[src/rtl/paint_scheduler_pkg.sv]
// rtl/paint_scheduler_pkg.sv - shared widths, state encodings and config codes
package paint_scheduler_pkg;

  localparam int SCR_WIDTH_BITS  = 10;
  localparam int SCR_HEIGHT_BITS = 9;
  localparam int COLOR_SIZE      = 8;
  localparam int RECT_BITS       = 2 * SCR_WIDTH_BITS + 2 * SCR_HEIGHT_BITS;

  // Shape codes carried in the per-job config field
  localparam logic [2:0] CFG_SQUARE = 3'b000;
  localparam logic [2:0] CFG_CIRCLE = 3'b001;

  // Scheduler FSM encodings
  localparam logic [2:0] ST_IDLE      = 3'd0;
  localparam logic [2:0] ST_LATCH     = 3'd1;
  localparam logic [2:0] ST_ISSUE     = 3'd2;
  localparam logic [2:0] ST_WAIT_BUSY = 3'd3;
  localparam logic [2:0] ST_WAIT_DONE = 3'd4;
  localparam logic [2:0] ST_RELEASE   = 3'd5;

  // One requester's rectangle slice, x_start in the most significant bits
  typedef struct packed {
    logic [SCR_WIDTH_BITS-1:0]  x_start;
    logic [SCR_WIDTH_BITS-1:0]  x_end;
    logic [SCR_HEIGHT_BITS-1:0] y_start;
    logic [SCR_HEIGHT_BITS-1:0] y_end;
  } rect_t;

endpackage

[src/rtl/paint_scheduler_rr_pick.sv]
// rtl/paint_scheduler_rr_pick.sv - combinational round-robin winner selection
module rr_pick #(
  parameter int N_REQ = 3,
  parameter int GW    = 2
) (
  input  logic [N_REQ-1:0] req,
  input  logic [GW-1:0]    last_grant,
  output logic             valid,
  output logic [GW-1:0]    winner
);

  // Scan from the farthest candidate down to last_grant+1 so the nearest
  // requester after the previous winner overwrites everything else.
  always_comb begin
    logic [GW-1:0] idx;
    valid  = 1'b0;
    winner = '0;
    idx    = '0;
    for (int k = N_REQ; k >= 1; k--) begin
      idx = GW'((int'(last_grant) + k) % N_REQ);
      if (req[idx]) begin
        valid  = 1'b1;
        winner = idx;
      end
    end
  end

endmodule

[src/rtl/paint_scheduler.sv]
// rtl/paint_scheduler.sv - round-robin rectangle job scheduler for the fill engine
module paint_scheduler
  import paint_scheduler_pkg::*;
#(
  parameter int N_REQ     = 3,
  parameter int START_TMO = 4,
  parameter int RUN_TMO   = 65535,
  localparam int GW       = (N_REQ > 1) ? $clog2(N_REQ) : 1
) (
  input  logic                           Clck,
  input  logic                           Reset,
  input  logic [N_REQ-1:0]               req,
  input  logic [N_REQ*RECT_BITS-1:0]     req_rect,
  input  logic [N_REQ*COLOR_SIZE-1:0]    req_color,
  input  logic [N_REQ*3-1:0]             req_cfg,
  output logic [N_REQ-1:0]               ack,
  output logic [N_REQ-1:0]               err,
  output logic [SCR_WIDTH_BITS-1:0]      eng_x_start,
  output logic [SCR_WIDTH_BITS-1:0]      eng_x_end,
  output logic [SCR_HEIGHT_BITS-1:0]     eng_y_start,
  output logic [SCR_HEIGHT_BITS-1:0]     eng_y_end,
  output logic [COLOR_SIZE-1:0]          eng_color,
  output logic [2:0]                     eng_cfg,
  output logic                           eng_start,
  input  logic                           eng_busy,
  output logic [GW-1:0]                  grant_id,
  output logic                           idle_o
);

  localparam logic [15:0] START_LIM = 16'(START_TMO);
  localparam logic [15:0] RUN_LIM   = 16'(RUN_TMO);

  logic [2:0]            state;
  logic [GW-1:0]         last_grant;
  logic [15:0]           timer;
  logic [15:0]           timer_inc;
  logic                  tmo_flag;
  logic                  pick_valid;
  logic [GW-1:0]         pick_winner;
  rect_t                 sel_rect;
  logic [COLOR_SIZE-1:0] sel_color;
  logic [2:0]            sel_cfg;

  rr_pick #(
    .N_REQ (N_REQ),
    .GW    (GW)
  ) u_rr_pick (
    .req        (req),
    .last_grant (last_grant),
    .valid      (pick_valid),
    .winner     (pick_winner)
  );

  // Saturating increment so a stuck engine can never wrap the timer
  assign timer_inc = (timer == 16'hFFFF) ? timer : timer + 16'd1;

  // Route the granted requester's job attributes toward the eng_* registers
  always_comb begin
    sel_rect  = '0;
    sel_color = '0;
    sel_cfg   = '0;
    for (int i = 0; i < N_REQ; i++) begin
      if (grant_id == GW'(i)) begin
        sel_rect  = rect_t'(req_rect[i*RECT_BITS +: RECT_BITS]);
        sel_color = req_color[i*COLOR_SIZE +: COLOR_SIZE];
        sel_cfg   = req_cfg[i*3 +: 3];
      end
    end
  end

  // Job sequencing FSM, timeout timer and latched job attributes
  always_ff @(posedge Clck) begin
    if (Reset) begin
      state       <= ST_IDLE;
      last_grant  <= GW'(N_REQ - 1);
      grant_id    <= '0;
      timer       <= '0;
      tmo_flag    <= 1'b0;
      eng_x_start <= '0;
      eng_x_end   <= '0;
      eng_y_start <= '0;
      eng_y_end   <= '0;
      eng_color   <= '0;
      eng_cfg     <= '0;
    end else begin
      case (state)
        ST_IDLE: begin
          if (pick_valid) begin
            grant_id <= pick_winner;
            state    <= ST_LATCH;
          end
        end
        ST_LATCH: begin
          eng_x_start <= sel_rect.x_start;
          eng_x_end   <= sel_rect.x_end;
          eng_y_start <= sel_rect.y_start;
          eng_y_end   <= sel_rect.y_end;
          eng_color   <= sel_color;
          eng_cfg     <= sel_cfg;
          state       <= ST_ISSUE;
        end
        ST_ISSUE: begin
          timer <= '0;
          state <= ST_WAIT_BUSY;
        end
        ST_WAIT_BUSY: begin
          if (eng_busy) begin
            timer <= '0;
            state <= ST_WAIT_DONE;
          end else if (timer_inc >= START_LIM) begin
            tmo_flag <= 1'b1;
            state    <= ST_RELEASE;
          end else begin
            timer <= timer_inc;
          end
        end
        ST_WAIT_DONE: begin
          if (!eng_busy) begin
            state <= ST_RELEASE;
          end else if (timer_inc >= RUN_LIM) begin
            tmo_flag <= 1'b1;
            state    <= ST_RELEASE;
          end else begin
            timer <= timer_inc;
          end
        end
        ST_RELEASE: begin
          last_grant <= grant_id;
          tmo_flag   <= 1'b0;
          state      <= ST_IDLE;
        end
        default: state <= ST_IDLE;
      endcase
    end
  end

  // Completion pulses go only to the served requester, only in RELEASE
  always_comb begin
    ack = '0;
    err = '0;
    if (state == ST_RELEASE) begin
      ack[grant_id] = 1'b1;
      err[grant_id] = tmo_flag;
    end
  end

  assign eng_start = (state == ST_ISSUE);
  assign idle_o    = (state == ST_IDLE);

endmodule

[config.mk]
export PLATFORM = sky130hd
export DESIGN_NAME = paint_scheduler
export DESIGN_NICKNAME = d
export VERILOG_FILES = /design/src/rtl/paint_scheduler_pkg.sv /design/src/rtl/paint_scheduler_rr_pick.sv /design/src/rtl/paint_scheduler.sv
export SDC_FILE = /design/constraint.sdc
export NUM_CORES = 1
export LEC_CHECK = 0
export CAP_MARGIN = 20
export CORE_MARGIN = 1.5
export CORE_UTILIZATION = 35
export DETAILED_ROUTE_END_ITERATION = 16
export PLACE_DENSITY = 0.7
export SYNTH_ARGS = -nofsm -noshare
export SYNTH_HDL_FRONTEND = slang
export SYNTH_SLANG_ARGS = --single-unit
[constraint.sdc]
create_clock -name Clck -period 8.7 [get_ports Clck]
set_input_delay 2.61 -clock Clck [delete_from_list [all_inputs] [get_ports Clck]]
set_output_delay 2.61 -clock Clck [all_outputs]
set_load 0.02 [all_outputs]
* Yosys cells after proc, flatten, opt, wreduce, memory -nomap -nowiden
Index checks and enable logic that the tools add are counted.
** Storage, ports and cells
- Memory bits (writable) :: 0
- Bits in read-only memories :: 0
- Word-level logic and storage cells :: 94
- Register bits after elaboration :: 73
- Memories :: 0
- Latch bits :: 0
** Cells by class
- Equal/unequal tests :: 17
- Shift-type cells :: 0
- Multipliers :: 0
- $add $sub $neg :: 4
- Bitwise logic cells :: 1
- Mux-type cells :: 42
- $lt $le $gt $ge :: 7
- Reductions and logical operators :: 9
- Divide/modulo/power cells :: 3
** Operator list (number)
- 38-bit two-way mux :: 3
- 32-bit by 3-bit modulo with 32-bit output (second input constant) :: 3
- 16-bit two-way mux :: 5
- 16-bit one-hot mux with 3 select lines :: 1
- 3-bit two-way mux :: 10
- 8-bit two-way mux :: 3
- 16-bit by 1-bit adder with 16-bit output (second input constant) :: 1
- 16-bit equality test (second input constant) :: 1
- 16-bit >= comparator (second input constant) :: 1
- 16-bit by 3-bit >= comparator with 1-bit output (second input constant) :: 1
- 3-bit one-hot mux with 5 select lines :: 1
- 2-bit by 3-bit < comparator with 1-bit output (second input constant) :: 4
- 1-bit two-way mux :: 11
- 2-bit != test (second input constant) :: 5
- 3-bit != test (second input constant) :: 3
- 2-bit by 2-bit adder with 3-bit output (second input constant) :: 2
- 1-bit binary-select mux with 2-bit select :: 3
- 3-bit by 2-bit equality test with 1-bit output (second input constant) :: 2
- 3-bit equality test (second input constant) :: 2
- 2-bit two-way mux :: 3
- 3-bit nonzero test :: 2
- 5-bit AND reduction :: 1
- 4-bit AND reduction :: 1
- 2-bit by 1-bit adder with 3-bit output (second input constant) :: 1
- other kinds (13) :: 13

* Logic depth before layout (Yosys ltp)
Gate-level depths: netlist of run 1.
- Depth in word-level cells :: 9
- Mapped depth :: 11

* Modules after synthesis
A second synthesis of run 1 with hierarchy kept.
** Second synthesis, totals
- Cell total of the unflattened synthesis :: 607
- Area total of the unflattened synthesis :: 4719.5 um2
** By module, submodules not included
- paint_scheduler :: cells an instance 571, area each 4474.3 um2, sequential area each 1461.4 um2, times used 1
- rr_pick :: cells an instance 36, area each 245.2 um2, sequential area each 0.0 um2, times used 1

* Worst setup path before layout of run 1
Ideal clock, no wire load.
- Path kind :: register to output
- Start point :: reg grant_id[1]
- End point :: out err[2]
- Arrival time :: 2.097 ns
- Path buffers :: 2
- Stages on the path, launching flop included :: 5
- Path slack :: 3.993 ns
- Required time :: 6.090 ns
- Path through :: dfxtp_1 > clkbuf_1 > buf_1 > nor3b_1 > and2_1
** Between the ends
- Word-level cells in the longest chain between the ends :: 6
** Ends and longest elaborated chain
- start, declared :: line paint_scheduler.sv:26 : output logic [GW-1:0] grant_id,
- start signal, assigned :: line paint_scheduler.sv:89 : grant_id <= pick_winner;
- 2-bit by 3-bit < comparator with 1-bit output (not written as such) or 2-bit by 1-bit >= comparator with 1-bit output (tied branches) :: line paint_scheduler.sv:143 : err[grant_id] = tmo_flag;
- 1-bit logical AND (not written as such) :: line paint_scheduler.sv:143
- 1-bit two-way mux (not written as such) :: line paint_scheduler.sv:143
- 1-bit demux with 2-bit select * :: line paint_scheduler.sv:143
- 3-bit bitwise AND (no line) *
- 3-bit two-way mux * :: line paint_scheduler.sv:141 : if (state == ST_RELEASE) begin
- end, declared :: line paint_scheduler.sv:17 : output logic [N_REQ-1:0] err,
Every way passes the cells marked *; elsewhere a longest branch is shown, timed or not.

* Final worst setup path of run 1
Ends and elaborated chain as after synthesis.

==> results.cfg, run 1 <==
[grt]
grt_usage_pct = 21.88
grt_start_max_net_pins = 99
antenna_found_initial = 0
grt_pass1_wl_um = 24950
grt_pass1_vias = 4975
grt_overflow = 0

[power]
p_int_uw = 772.5
p_clk_share_pct = 35.7
power_density_nw_per_um2 = 156.2
seqPwrFrac_pct = 35.1
p_sw_share_pct = 29.91
p_total_mw = 1.102
switchingPower_uw = 329.6
p_leak_nw = 2.439
ir_worst_vdd_mv = 0.1027
combPwrFrac_pct = 29.2

[yosys]
synth_cell_type_count = 58
synthCells = 578
synthArstFlopShare_pct = 0
syn_nets = 734
ys_warn_count = 0
yosysSeqAreaShare_pct = 31.42
ys_ff_latch = 73
syn_avg_cell_area_sq_um = 8.046
synth_edf_count = 0
syn_area_sq_um = 4651
yosys_most_used_dff = dfxtp_1

[run_status]
outcome = completed

[clock_network]
cts-root-buf = clkbuf_16
cts_made_buffers = 9
cts_resized = 0
clock-sinks = 73
insertion_delay_ps = 330
htree_levels = 3
clkTransAtPathRegs_ps = 70
cts_setup_buffers = 0
postCtsHoldBufs = 0
tritoncts = built
clock_path_buffers = 2

[job]
max_cap_viol_count = 0

[timing]
worst_pin_slew_ps = 889.4
rsz0062_at_grt = false
finalWorstSetupSlack_ps = 3639
setup_violations = 0
tns_ps = 0
fin_hold_ws_ps = 496.8
fin_crit_ps = 5061
finalHoldViolations = 0
fmaxAchievable_mhz = 197.6
maxSlewHeadroom_pct = 40.71
skew_ps = 6.844
period_share_pct = 58.18
drv_slew = 0

[floorplanning]
core_sq_um = 12770
die-area_sq_um = 13990
pin_count = 212
die_w_um = 118.3
die_y_um = 118.3
rows = 41
start_util_pct = 36.41

[layout]
n_antenna_cell = 0
drive_gt1_share_pct = 8.158
nFillCells = 1168
syn_to_final_growth_pct = 51.68
finalNonFillerCells = 932
layout_common_cells = 210 x clkdlybuf4s50_1, 120 x nor2_1, 71 x dfxtp_1, 62 x a21oi_1, 55 x mux2i_1
finalCoreUtilization_pct = 55.23
final_cell_area_sq_um = 7054
final_common_cell = clkdlybuf4s50_1
nNetsFinal = 911

[detailed_routing]
drtIter0Drc = 255
routed-via-count = 5064
vias_per_cell = 5.433
drtPass1Iterations = 5
drcViolationCount = 0
wl_per_cell_um = 17.06
ant_nets = 0
wirelength_um = 15900

[critical_path]
cp_data_arrival_time_ps = 2450
r2r_cells = 9
slowest_stage = buf_4
endpoint_kind = primary output
critPathBufInv = 2
cpLargestDelayFamily = buffers and inverters
path_cells = buf_4 > nor3b_1 > and2_1 > clkdlybuf4s50_1
slowest_delay_ps = 650
cp-start-kind = register
critical_path_required_ps = 6090
cp_max_fo = 53
path_depth = 4
path_class = register to primary output

[placement]
pre_cts_ws_ps = 4005
post_dp_cell_area_sq_um = 6733
port_buffers = 211
routabilityCongestion = 0.8873
place_hpwl_um = 12190
place_inst = 916

[hold_path]
hold_path_depth = 2
hold_class = register to register
## worst register-to-register path, cell delays in order (launching register included)
cell and delay (ps):
dfxtp_1 430, ha_1 440, nand3_1 340, nor4_4 490, mux2i_1 160, nor4_1 450, a41oi_2 270, a21oi_2 620
nor3_1 120, o221a_2 280
## final cells by class
class	instances	area [sq um]	area share, %
clock buffer	10	250.2	3.547
clock inverter	6	71.32	1.011
inverter	10	37.54	0.5321
multi-input combinational	445	2869	40.67
sequential	73	1466	20.79
tap	172	215.2	3.051
timing repair buffer	216	2145	30.40
## Yosys cell counts, types with 3 or more instances
| cell | count | area share, % |
|---|---|---|
| a31oi_1 | 4 | 0.54 |
| buf_1 | 9 | 0.73 |
| or3_1 | 3 | 0.40 |
| xnor2_1 | 3 | 0.57 |
| clkbuf_1 | 28 | 2.3 |
| and4_2 | 3 | 0.65 |
| o221a_2 | 3 | 0.73 |
| and3_1 | 3 | 0.40 |
| dfxtp_1 | 73 | 31 |
| ha_1 | 3 | 0.81 |
| clkbuf_8 | 9 | 2.7 |
| o31ai_1 | 5 | 0.81 |
| nor3_1 | 14 | 1.5 |
| a211oi_1 | 52 | 8.4 |
| a21oi_1 | 62 | 6.7 |
| and2_1 | 6 | 0.81 |
| o21ai_0 | 17 | 1.8 |
| mux2i_1 | 55 | 12 |
| nor2_1 | 120 | 9.7 |
| nor2b_1 | 4 | 0.54 |
| nand3_1 | 15 | 1.6 |
| nand2_1 | 16 | 1.3 |
| a31o_2 | 7 | 1.3 |
| inv_1 | 10 | 0.81 |
| nand4_1 | 9 | 1.2 |
## logic make-up after synthesis
kind of cell	share of synthesized area [%]
and+or+nand+nor	22.54
muxes	11.84
adders and majority gates	0.8072
AOI/OAI and AO/OA	25.67
DFF	31.42
xor gates and xnor gates	0.5651
buffers and inverters	7.156
## state kept, by name, summed over array words and instances, names as in the netlist
register / cells
eng_cfg: 3
tmo_flag: 1
eng_y_end: 9
grant_id: 2
state: 3
last_grant: 2
eng_x_end: 10
eng_color: 8
eng_y_start: 9
eng_x_start: 10
timer: 16
## power groups by stage
stage | Sequential [mW] | Combinational, mW | Clock (mW)
after floorplan | 0.425 | 0.130 | 0
after global placement | 0.392 | 0.319 | 0
after detailed placement | 0.393 | 0.323 | 0
after CTS | 0.387 | 0.324 | 0.401
after global routing | 0.391 | 0.349 | 0.418
final | 0.387 | 0.322 | 0.394
## metal layers
layer	vias up	routed length [um]	global-route usage, %
li1	2476	-	-
met1	2360	6247	24.89
met2	209	8088	39.61
met3	19	1360	7.288
met4	0	205	4.497
met5	-	0	0
## final timing paths
path                             startpoint                        end  slack [ps]
setup reg to reg      timer[0]$_SDFFE_PP0P_      timer[6]$_SDFFE_PP0P_        4980
hold / removal    eng_y_end[2]$_SDFFE_PP0P_  eng_y_end[2]$_SDFFE_PP0P_         500
hold reg to reg   eng_y_end[2]$_SDFFE_PP0P_  eng_y_end[2]$_SDFFE_PP0P_         500
setup / recovery   grant_id[1]$_SDFFE_PP0P_                     err[2]        3640
Power figures use the tool's default switching activity.
==> run 2: changes to the inputs <==
Clock period 8.7 ns to 5.2 ns, I/O delays scaled along.
==> results.cfg, run 2 (synthesized netlist as in run 1, its figures left out) <==
[run_status]
outcome = completed

[floorplanning]
die_y_um = 118.3
start_util_pct = 36.41
die-area_sq_um = 13990
pin_count = 212
rows = 41
core_sq_um = 12770
die_w_um = 118.3

[grt]
antenna_found_initial = 0
grt_pass1_wl_um = 25360
grt_pass1_vias = 4901
grt_start_max_net_pins = 99
grt_overflow = 0
use_met1_pct = 26.18
use_met2_pct = 39.43
top_usage_layer = met2
grt_usage_pct = 22.31
grt_util_met3_pct = 6.129

[clock_network]
htree_levels = 3
postCtsHoldBufs = 0
clock-sinks = 73
cts_setup_buffers = 0
cts_resized = 0
insertion_delay_ps = 330
cts-root-buf = clkbuf_16
clock_path_buffers = 2
tritoncts = built
cts_made_buffers = 9
clkTransAtPathRegs_ps = 60

[layout]
nNetsFinal = 911
nFillCells = 1176
largest_reg_flops = 16
drive_gt1_share_pct = 8.158
layout_common_cells = 210 x clkdlybuf4s50_1, 120 x nor2_1, 71 x dfxtp_1, 62 x a21oi_1, 55 x mux2i_1
syn_to_final_growth_pct = 51.28
largestRegisters = timer (16), eng_x_end (10), eng_x_start (10)
final_common_cell = clkdlybuf4s50_1
n_antenna_cell = 0
top_register = timer

[detailed_routing]
vias_per_cell = 5.433
drtIter0Drc = 245
wl_per_cell_um = 17.25
wirelength_um = 16070
drcViolationCount = 0
ant_nets = 0
routed-via-count = 5064
drtPass1Iterations = 5

[critical_path]
path_class = register to primary output
endpoint_kind = primary output
r2r_cells = 9
cp-start-kind = register
critical_path_required_ps = 3640
rr_startpoint = timer[0]$_SDFFE_PP0P_
cp_data_arrival_time_ps = 2330
cp_max_fo = 6
rrSetupSlack_ps = 1640
r2r-end = timer[8]$_SDFFE_PP0P_

[timing]
skew_ps = 7.837
setup_violations = 0
rsz0062_at_grt = false
fin_crit_ps = 3886
fmaxAchievable_mhz = 257.4
fin_hold_ws_ps = 482.6
period_share_pct = 74.72
finalHoldViolations = 0
drv_slew = 0
maxSlewHeadroom_pct = 39.13
finalWorstSetupSlack_ps = 1314
tns_ps = 0
worst_pin_slew_ps = 913.1

[placement]
place_hpwl_um = 12240
pre_cts_ws_ps = 1654
routabilityCongestion = 0.9305
port_buffers = 211

[job]
max_cap_viol_count = 0

[power]
p_leak_nw = 2.429
ir_worst_vdd_mv = 0.1655
power_density_nw_per_um2 = 257.8

[hold_path]
hold_path_depth = 2
hold_class = register to register
worstHoldEndpoint = last_grant[0]$_SDFFE_PP0P_
hp-start = last_grant[0]$_SDFFE_PP0P_
run 2: changes by cell type in the layout (fill, tap and decap cells not counted), sizes merged:
| cell | previous run | this run |
|---|---|---|
| clkinv | 1 | 3 |
| inv | 13 | 12 |
| clkbuf | 10 | 9 |
run 2: cell type report:
cell class                 instances  area [sq um]  area share, %
clock buffer                       9         225.2          3.201
clock inverter                     7         77.57          1.103
inverter                          10         37.54         0.5335
multi-input combinational        445          2869          40.78
sequential                        73          1466          20.84
tap                              172         215.2          3.059
timing repair buffer             216          2145          30.48
run 2: through the flow:
stage	utilization [%]	area [sq um]	cells	total power, mW
6_report	55.08	7036	932	1.814
5_1_grt	55.08	7036	932	1.897
4_1_cts	55.08	7036	932	1.829
3_5_place_dp	52.71	6733	916	1.199
3_3_place_gp	52.71	6733	916	1.192
2_1_floorplan	-	4651	578	0.9289
run 2: worst max-delay path, stage by stage (launching register included):
cell and delay, ps:
dfxtp_1 410, inv_1 130, nor2_1 210, nand2_1 190, nor3b_1 290, and2_1 160
clkdlybuf4s50_1 590
run 2: worst max-delay path by stage:
| stage | start | cells after the start | slack (ps) | end |
|---|---|---|---|---|
| floorplan | grant_id[1]$_SDFFE_PP0P_ | 4 | 1540 | err[2] |
| global placement | eng_busy | 6 | 1700 | timer[3]$_SDFFE_PP0P_ |
| detailed placement | eng_busy | 6 | 1650 | timer[3]$_SDFFE_PP0P_ |
| CTS | state[2]$_SDFFE_PP0P_ | 6 | 1310 | err[2] |
| global route | state[2]$_SDFFE_PP0P_ | 6 | 1100 | err[0] |
| finish | state[2]$_SDFFE_PP0P_ | 6 | 1310 | err[2] |
run 2: layer usage:
layer  vias to the layer above  wire length, um
li1                       2476                -
met1                      2328             6421
met2                       228             8027
met3                        32             1338
met4                         0              286
met5                         -                0
run 2: report_power, final:
group          internal [mW]  switching [mW]  leakage [nW]  total, mW
Combinational          0.273           0.267          1.68      0.540
Sequential             0.613          0.0350         0.600      0.648
Clock                  0.376           0.251         0.146      0.626
Total                   1.26           0.553          2.43       1.81
==> run 3: changes to the inputs <==
Clock period 5.2 ns to 4 ns, I/O delays scaled along.
==> results.cfg, run 3 (synthesized netlist as in run 1, its figures left out) <==
[timing]
worst_pin_slew_ps = 923.4
tns_ps = 0
fmaxAchievable_mhz = 279.1
maxSlewHeadroom_pct = 38.44
rsz0062_at_grt = false
skew_ps = 13.81
period_share_pct = 89.56
fin_crit_ps = 3582
drv_slew = 0
finalHoldViolations = 0
setup_violations = 0

[floorplanning]
pin_count = 212
start_util_pct = 36.41
die_y_um = 118.3
die-area_sq_um = 13990
core_sq_um = 12770
rows = 41
die_w_um = 118.3

[clock_network]
cts_resized = 0
htree_levels = 3
postCtsHoldBufs = 0
clock-sinks = 73
insertion_delay_ps = 340
cts-root-buf = clkbuf_16
clock_path_buffers = 2
tritoncts = built
clkTransAtPathRegs_ps = 60
cts_setup_buffers = 0
cts_made_buffers = 9

[critical_path]
cpLargestDelayFamily = compound AO/OA/AOI/OAI gates
cp-start-kind = register
path_cells = ha_1 > nand3_1 > nor4_2 > mux2i_1 > a2111oi_4 > a41oi_2 > a21oi_2 > nor3_1 > o221a_2
rr_startpoint = timer[0]$_SDFFE_PP0P_
crit_path_start = timer[0]$_SDFFE_PP0P_
critPathBufInv = 0
path_class = register to register
slowest_delay_ps = 690
cp_max_fo = 17
slowest_stage = a21oi_2
cp_data_arrival_time_ps = 3810
endpoint_kind = register
critical_path_required_ps = 4220

[detailed_routing]
drtPass1Iterations = 8
vias_per_cell = 5.391
ant_nets = 0
wl_per_cell_um = 17.62
routed-via-count = 5035
drtIter0Drc = 268
drcViolationCount = 0
wirelength_um = 16460

[grt]
grt_pass1_vias = 4971
grt_pass1_wl_um = 26040
grt_overflow = 0
grt_usage_pct = 23.26
grt_start_max_net_pins = 99
antenna_found_initial = 0

[layout]
drive_gt1_share_pct = 8.399
syn_to_final_growth_pct = 51.04
layout_common_cells = 210 x clkdlybuf4s50_1, 120 x nor2_1, 71 x dfxtp_1, 62 x a21oi_1, 55 x mux2i_1
final_common_cell = clkdlybuf4s50_1
n_antenna_cell = 0
largest_reg_flops = 16
nNetsFinal = 914
top_register = timer
nFillCells = 1200
largestRegisters = timer (16), eng_x_end (10), eng_x_start (10)

[power]
p_leak_nw = 2.426
power_density_nw_per_um2 = 327.0
p_total_mw = 2.297
ir_worst_vdd_mv = 0.2046

[placement]
place_hpwl_um = 12480
routabilityCongestion = 0.9679
port_buffers = 211

[hold_path]
hold_class = register to register
hp-start = last_grant[0]$_SDFFE_PP0P_

[job]
max_cap_viol_count = 0

[run_status]
outcome = completed
==> run 3: cell count changes in the layout (fill, tap and decap cells not counted) <==
| cell | change |
|---|---|
| buf_4 | +3 |
| bufinv_16 | -1 |
| clkinv_4 | -1 |
| clkinvlp_4 | +1 |
| inv_4 | +1 |
| inv_6 | -1 |
==> run 3: layout make-up <==
type / instances / area, sq um / area share, %
clock buffer: 9 / 225.2 / 3.206
clock inverter: 6 / 43.79 / 0.6234
inverter: 10 / 37.54 / 0.5344
multi-input combinational: 445 / 2869 / 40.84
sequential: 73 / 1466 / 20.88
tap: 172 / 215.2 / 3.064
timing repair buffer: 219 / 2167 / 30.85
==> run 3: per-layer routing <==
metal | routed length [um] | vias to the layer above | GRT usage, %
met4 | 226 | 0 | 5.640
met3 | 1058 | 17 | 6.322
met1 | 6690 | 2362 | 27.19
met5 | 0 | - | 0
met2 | 8485 | 176 | 41.86
li1 | - | 2480 | -
==> run 3: final timing paths <==
check	to	cells past startpoint	slack [ps]
setup / recovery	timer[6]$_SDFFE_PP0P_	9	420
hold / removal	last_grant[0]$_SDFFE_PP0P_	2	490
setup reg to reg	timer[6]$_SDFFE_PP0P_	9	420
hold reg to reg	last_grant[0]$_SDFFE_PP0P_	2	490
==> run 3: stage by stage <==
step	setup slack [ps]	std cells	area [sq um]	util [%]	hold WS [ps]
final	417.7	934	7024	54.99	488.2
after CTS	462.3	934	7024	54.99	492.7
after global placement	639.7	919	6755	52.88	478.0
after global routing	252.2	934	7024	54.99	516.9
after detailed placement	482.0	919	6755	52.88	485.0
after floorplan	703.1	578	4651	-	453.6
==> run 3: report_power, final <==
group	total, mW	switching, mW	internal (mW)	leakage [nW]
combinational	0.698	0.341	0.357	1.70
clock	0.753	0.334	0.419	0.128
sequential	0.845	0.0492	0.796	0.600
==> run 3: worst min-delay path: cells and delay by family (launching register included) <==
kind             cells  cell delay (ps)
AND/OR/NAND/NOR      1               60
AO/OA/AOI/OAI        1               50
flip-flops           1              330
